[src/rtl/dual_pwm_driver.sv]
// dual_pwm_driver
// Purpose : two-channel PWM generator for the X/Y actuators. Duty commands
//           (6-bit, 1/64 units) are latched only at PWM period boundaries so
//           the outputs never glitch; an optional slew limiter moves each
//           channel by at most one step per period.
// Latency : PWM outputs lag the phase counter and applied duty by one
//           registered cycle; new duty values appear together with
//           o_period_strobe on the cycle after the boundary.
// Backpressure: none; free-running generator gated only by i_enable.
//
// Ports:
//   i_sysclk         system clock, rising edge
//   i_reset          asynchronous, active-high reset; clears all state
//   i_enable         run control; low holds and clears the counters
//   i_slew_en        1 = limit duty change to +/-1 per period (sampled at boundary)
//   i_dc_x, i_dc_y   commanded duty per channel
//   o_pwm_x, o_pwm_y registered PWM outputs
//   o_cur_x, o_cur_y duty currently applied
//   o_period_strobe  one-cycle pulse at each period start

module dual_pwm_driver #(
    parameter int PRESCALE = 16
) (
    input  logic       i_sysclk,
    input  logic       i_reset,
    input  logic       i_enable,
    input  logic       i_slew_en,
    input  logic [5:0] i_dc_x,
    input  logic [5:0] i_dc_y,
    output logic       o_pwm_x,
    output logic       o_pwm_y,
    output logic [5:0] o_cur_x,
    output logic [5:0] o_cur_y,
    output logic       o_period_strobe
);

    // A prescaler of 1 still needs a 1-bit register; it just never leaves 0.
    localparam int PW = (PRESCALE > 1) ? $clog2(PRESCALE) : 1;
    localparam logic [PW-1:0] PRESC_LAST = PW'(PRESCALE - 1);

    logic [PW-1:0] r_presc;
    logic [5:0]    r_phase;
    logic [5:0]    r_cur_x;
    logic [5:0]    r_cur_y;
    logic          r_pwm_x;
    logic          r_pwm_y;
    logic          r_strobe;

    logic          w_tick;
    logic          w_boundary;
    logic [5:0]    w_next_x;
    logic [5:0]    w_next_y;

    // Next applied duty at a boundary: either jump straight to the command,
    // or step one unit toward it and hold once it is reached.
    function automatic logic [5:0] next_duty(
        input logic [5:0] cur,
        input logic [5:0] dc,
        input logic       slew
    );
        logic [5:0] res;
        res = dc;
        if (slew) begin
            if (cur < dc) begin
                res = cur + 6'd1;
            end else if (cur > dc) begin
                res = cur - 6'd1;
            end else begin
                res = cur;
            end
        end
        return res;
    endfunction

    assign w_tick     = (r_presc == PRESC_LAST);
    assign w_boundary = w_tick && (r_phase == 6'd63);
    assign w_next_x   = next_duty(r_cur_x, i_dc_x, i_slew_en);
    assign w_next_y   = next_duty(r_cur_y, i_dc_y, i_slew_en);

    always_ff @(posedge i_sysclk or posedge i_reset) begin
        if (i_reset) begin
            r_presc  <= '0;
            r_phase  <= 6'd0;
            r_cur_x  <= 6'd0;
            r_cur_y  <= 6'd0;
            r_pwm_x  <= 1'b0;
            r_pwm_y  <= 1'b0;
            r_strobe <= 1'b0;
        end else if (!i_enable) begin
            // Idle: counters parked at the start of a period so that a later
            // enable begins a full period; duty tracks the command directly.
            r_presc  <= '0;
            r_phase  <= 6'd0;
            r_cur_x  <= i_dc_x;
            r_cur_y  <= i_dc_y;
            r_pwm_x  <= 1'b0;
            r_pwm_y  <= 1'b0;
            r_strobe <= 1'b0;
        end else begin
            if (w_tick) begin
                r_presc <= '0;
                r_phase <= r_phase + 6'd1;   // wraps 63 -> 0 naturally
            end else begin
                r_presc <= r_presc + PW'(1);
            end

            r_strobe <= w_boundary;

            if (w_boundary) begin
                r_cur_x <= w_next_x;
                r_cur_y <= w_next_y;
            end

            // Compare uses the registered phase/duty, so the output is one
            // cycle behind them; phase 63 never compares true, which caps
            // duty at 63/64.
            r_pwm_x <= (r_phase < r_cur_x);
            r_pwm_y <= (r_phase < r_cur_y);
        end
    end

    assign o_pwm_x         = r_pwm_x;
    assign o_pwm_y         = r_pwm_y;
    assign o_cur_x         = r_cur_x;
    assign o_cur_y         = r_cur_y;
    assign o_period_strobe = r_strobe;

endmodule

[config.mk]
export PLATFORM = sky130hd
export DESIGN_NAME = dual_pwm_driver
export DESIGN_NICKNAME = d
export VERILOG_FILES = /design/src/rtl/dual_pwm_driver.sv
export SDC_FILE = /design/constraint.sdc
export NUM_CORES = 1
export LEC_CHECK = 0
export BUFFER_PORTS_ARGS = -buffer_cell sky130_fd_sc_hd__buf_2
export CORE_MARGIN = 4
export CORE_UTILIZATION = 62
export CTS_BUF_LIST = sky130_fd_sc_hd__clkbuf_2 sky130_fd_sc_hd__clkbuf_4 sky130_fd_sc_hd__clkbuf_8
export DETAILED_ROUTE_END_ITERATION = 10
export GPL_TIMING_DRIVEN = 0
export PLACE_DENSITY = 0.86
export SLEW_MARGIN = 15
export SYNTH_ARGS = -nofsm -noshare
export SYNTH_HDL_FRONTEND = slang
export SYNTH_SLANG_ARGS = --single-unit
[constraint.sdc]
create_clock -name i_sysclk -period 4.8 [get_ports i_sysclk]
set_input_delay 0.48 -clock i_sysclk [delete_from_list [all_inputs] [get_ports i_sysclk]]
set_output_delay 0.48 -clock i_sysclk [all_outputs]
set_load 0.005 [all_outputs]
==> metrics <==
status finished clean; post-synthesis cell type count 41; Tmin final 3235 ps; Synth Cell Area 2073 um^2; pre-CTS WS 1452 ps; Worst EP required 5080 ps; cell count after placement 307; DR pass1 iterations 4; final max-slew violation count 0; Leak 1.243 nW; most frequent cells in the layout 32 x ha_1, 31 x buf_2, 27 x inv_1; Max IR drop VDD 187.8 uV; initial antenna violation count 0; Die Ht 65.83 um; die width 65.83 um; Worst Path Arrival 3510 ps; Die ar. 4333 um^2; CTS tree yes; Setup Fix Bufs, Post-CTS 0; clk root buf clkbuf_4; IO Pins 31; CTS H-Tree Depth 1; Routability Congestion 0.9462; vias in the first global route 1,779; placed cell areas 2278 um^2; setup_tns 0 ps; total number of vias 1,795; Cell Rows 20; Residual DRC 0; gr ovfl total 0; Synth Area in XOR/XNOR 4.647%; Worst Setup End Kind register; buffer depth of the longest clock path 2; startpoint types register; first-pass GRT wire length 7755 um; mux contribution to synthesized area 2.897%; combinational family with the most area after synthesis adder cells; Syn. warnings 0; syn_area_per_cell 8.898 um^2; GRT Overall Usage 23.10%; number of flops mapped to enable cells by yosys 0; share of layout cells above drive strength 1 15.36%; Core ar. 3128 um^2; final WL 4531 um; Slew Limit Headroom 35.92%; Layout Nets 318; post_cts resized 0; post-DP HPWL 3596 um; clk sinks 25; simple-gate area share of the yosys netlist 16.05%; ratio of routed vias to standard cells 5.772; largest net degree at the start of global routing 26; ant diodes 0; P&R area growth vs syn 11.35%; Clock transition at path regs 150 ps; post-synthesis compound-gate area fraction 18.95%; Worst Clk Skew 2.907 ps; adder-cell share of the synthesized area 21.24%; setup violators final 0; PnR Total Power 0.8301 mW; Num CTS Buffers 3; power density over the cells 359.6 nW/um^2; Final Cycle Share 67.39%; Synth Flop Type dfrtp_1; cell count after synthesis 233; RSZ-0062 raised after global routing no; Antenna Violating Nets Remaining 0; HP Class primary input to async pin; worst skew pair latency 330 ps; Final Cell Area 2308 um^2; max frequency 0.3092 GHz; Mapped Nets 283; First DRT Iteration DRCs 67; Setup Crit Path Kind register to register; worst-path fanout max 5; asr flop ratio synth 100.0%; CTS Hold Bufs 0; Final WS setup 1565 ps; worst slew pin tran 960.1 ps; Initial Util 66.28%; sequential share of the synthesized area 30.18%; commonest non-fill, non-tap cell in the layout ha_1; Hold Vio Cnt, Final 0; number of non-filler instances in the completed layout 311; number of synthesized register bits 25; IO Port Bufs 30; Wirelength per Cell 14.57 um; Max Cap Viol 0
==> final timing paths <==
check	start	endpoint	slack, ps	cells past startpoint
max in group asynchronous	i_reset	o_cur_y[1]$_DFFE_PP0P_	3880	2
min in group i_sysclk	i_dc_y[0]	o_cur_y[0]$_DFFE_PP0P_	420	3
worst min register to register	r_presc[0]$_DFF_PP0_	r_presc[0]$_DFF_PP0_	510	1
worst max register to register	o_cur_x[3]$_DFFE_PP0P_	o_cur_x[5]$_DFFE_PP0P_	1570	10
worst max-delay path	o_cur_x[3]$_DFFE_PP0P_	o_cur_x[5]$_DFFE_PP0P_	1570	10
worst min-delay path	i_reset	r_phase[4]$_DFFE_PP0P_	340	2
==> routing by layer <==
layer	part of all wire, %	GRT usage, %	vias up
li1	-	-	896
met1	45	29.97	838
met2	48	39.67	53
met3	4.9	2.211	8
met4	1.6	8.549	0
met5	0	0	-
==> metrics by stage <==
stage | hold WS [ps] | util (%)
after floorplan | 459.9 | -
after global placement | 482.9 | 72.84
after detailed placement | 495.5 | 72.84
after CTS | 370.6 | 73.80
after global routing | 406.7 | 73.80
final | 338.3 | 73.80
==> cell families after synthesis <==
kind of cell             after synthesis
XOR/XNOR                              11
AO/OA/AOI/OAI                         56
multiplexers                           6
buffers and inverters                 33
AND/OR/NAND/NOR                       68
flip-flops                            25
adder cells (fa/ha/maj)               34
==> report_power, final <==
| group | internal [mW] | switching (mW) | total (mW) |
|---|---|---|---|
| clock network | 0.0319 | 0.0690 | 0.101 |
| logic | 0.214 | 0.237 | 0.451 |
| registers | 0.237 | 0.0413 | 0.278 |
| total | 0.483 | 0.347 | 0.830 |
==> registers in the layout, indices dropped and copies added (netlist names) <==
signal / flops
o_pwm_y: 1
r_phase: 6
o_period_strobe: 1
o_cur_y: 6
o_cur_x: 6
r_presc: 4
o_pwm_x: 1
==> critical path, cell delays in order, from the launching register on <==
cell and delay [ps]:
dfrtp_1 470, ha_1 330, a211oi_2 230, o21ai_1 140, or2_2 360, ha_1 370, o21ai_0 130, o21a_1 210
or4_4 480, a2111o_1 370, nand4_1 80
==> final cells by class <==
cell class / instances / area, um^2
Multi-Input combinational cell: 175 / 1323
Fill cell: 244 / 819.5
Sequential cell: 25 / 625.6
Timing Repair Buffer: 30 / 150.1
Inverter: 27 / 101.3
Tap cell: 44 / 55.05
Buffer: 6 / 23.77
Clock buffer: 3 / 22.52
Clock inverter: 1 / 7.507
==> cell usage after synthesis, types with 2 or more instances <==
| cell type | number | area share [%] |
|---|---|---|
| and2_1 | 2 | 0.60 |
| o31a_1 | 2 | 0.85 |
| o21a_1 | 4 | 1.4 |
| a21oi_1 | 8 | 1.9 |
| inv_1 | 27 | 4.9 |
| xnor2_1 | 9 | 3.8 |
| or2_2 | 2 | 0.60 |
| a21o_1 | 8 | 2.9 |
| dfrtp_1 | 25 | 30 |
| mux2i_1 | 6 | 2.9 |
| nor3_1 | 4 | 0.97 |
| a211oi_1 | 6 | 2.2 |
| nand2b_1 | 2 | 0.60 |
| ha_1 | 32 | 19 |
| fa_1 | 2 | 1.9 |
| o21ai_0 | 13 | 3.1 |
| nand2_1 | 21 | 3.8 |
| o21ai_1 | 2 | 0.48 |
| nor2_1 | 15 | 2.7 |
| xor2_1 | 2 | 0.85 |
| or3_1 | 2 | 0.60 |
| a211o_1 | 4 | 1.7 |
| clkbuf_1 | 5 | 0.91 |
| nand4_1 | 7 | 2.1 |
| nand3_1 | 7 | 1.7 |
Note: power is estimated with default switching activity, not from simulation.
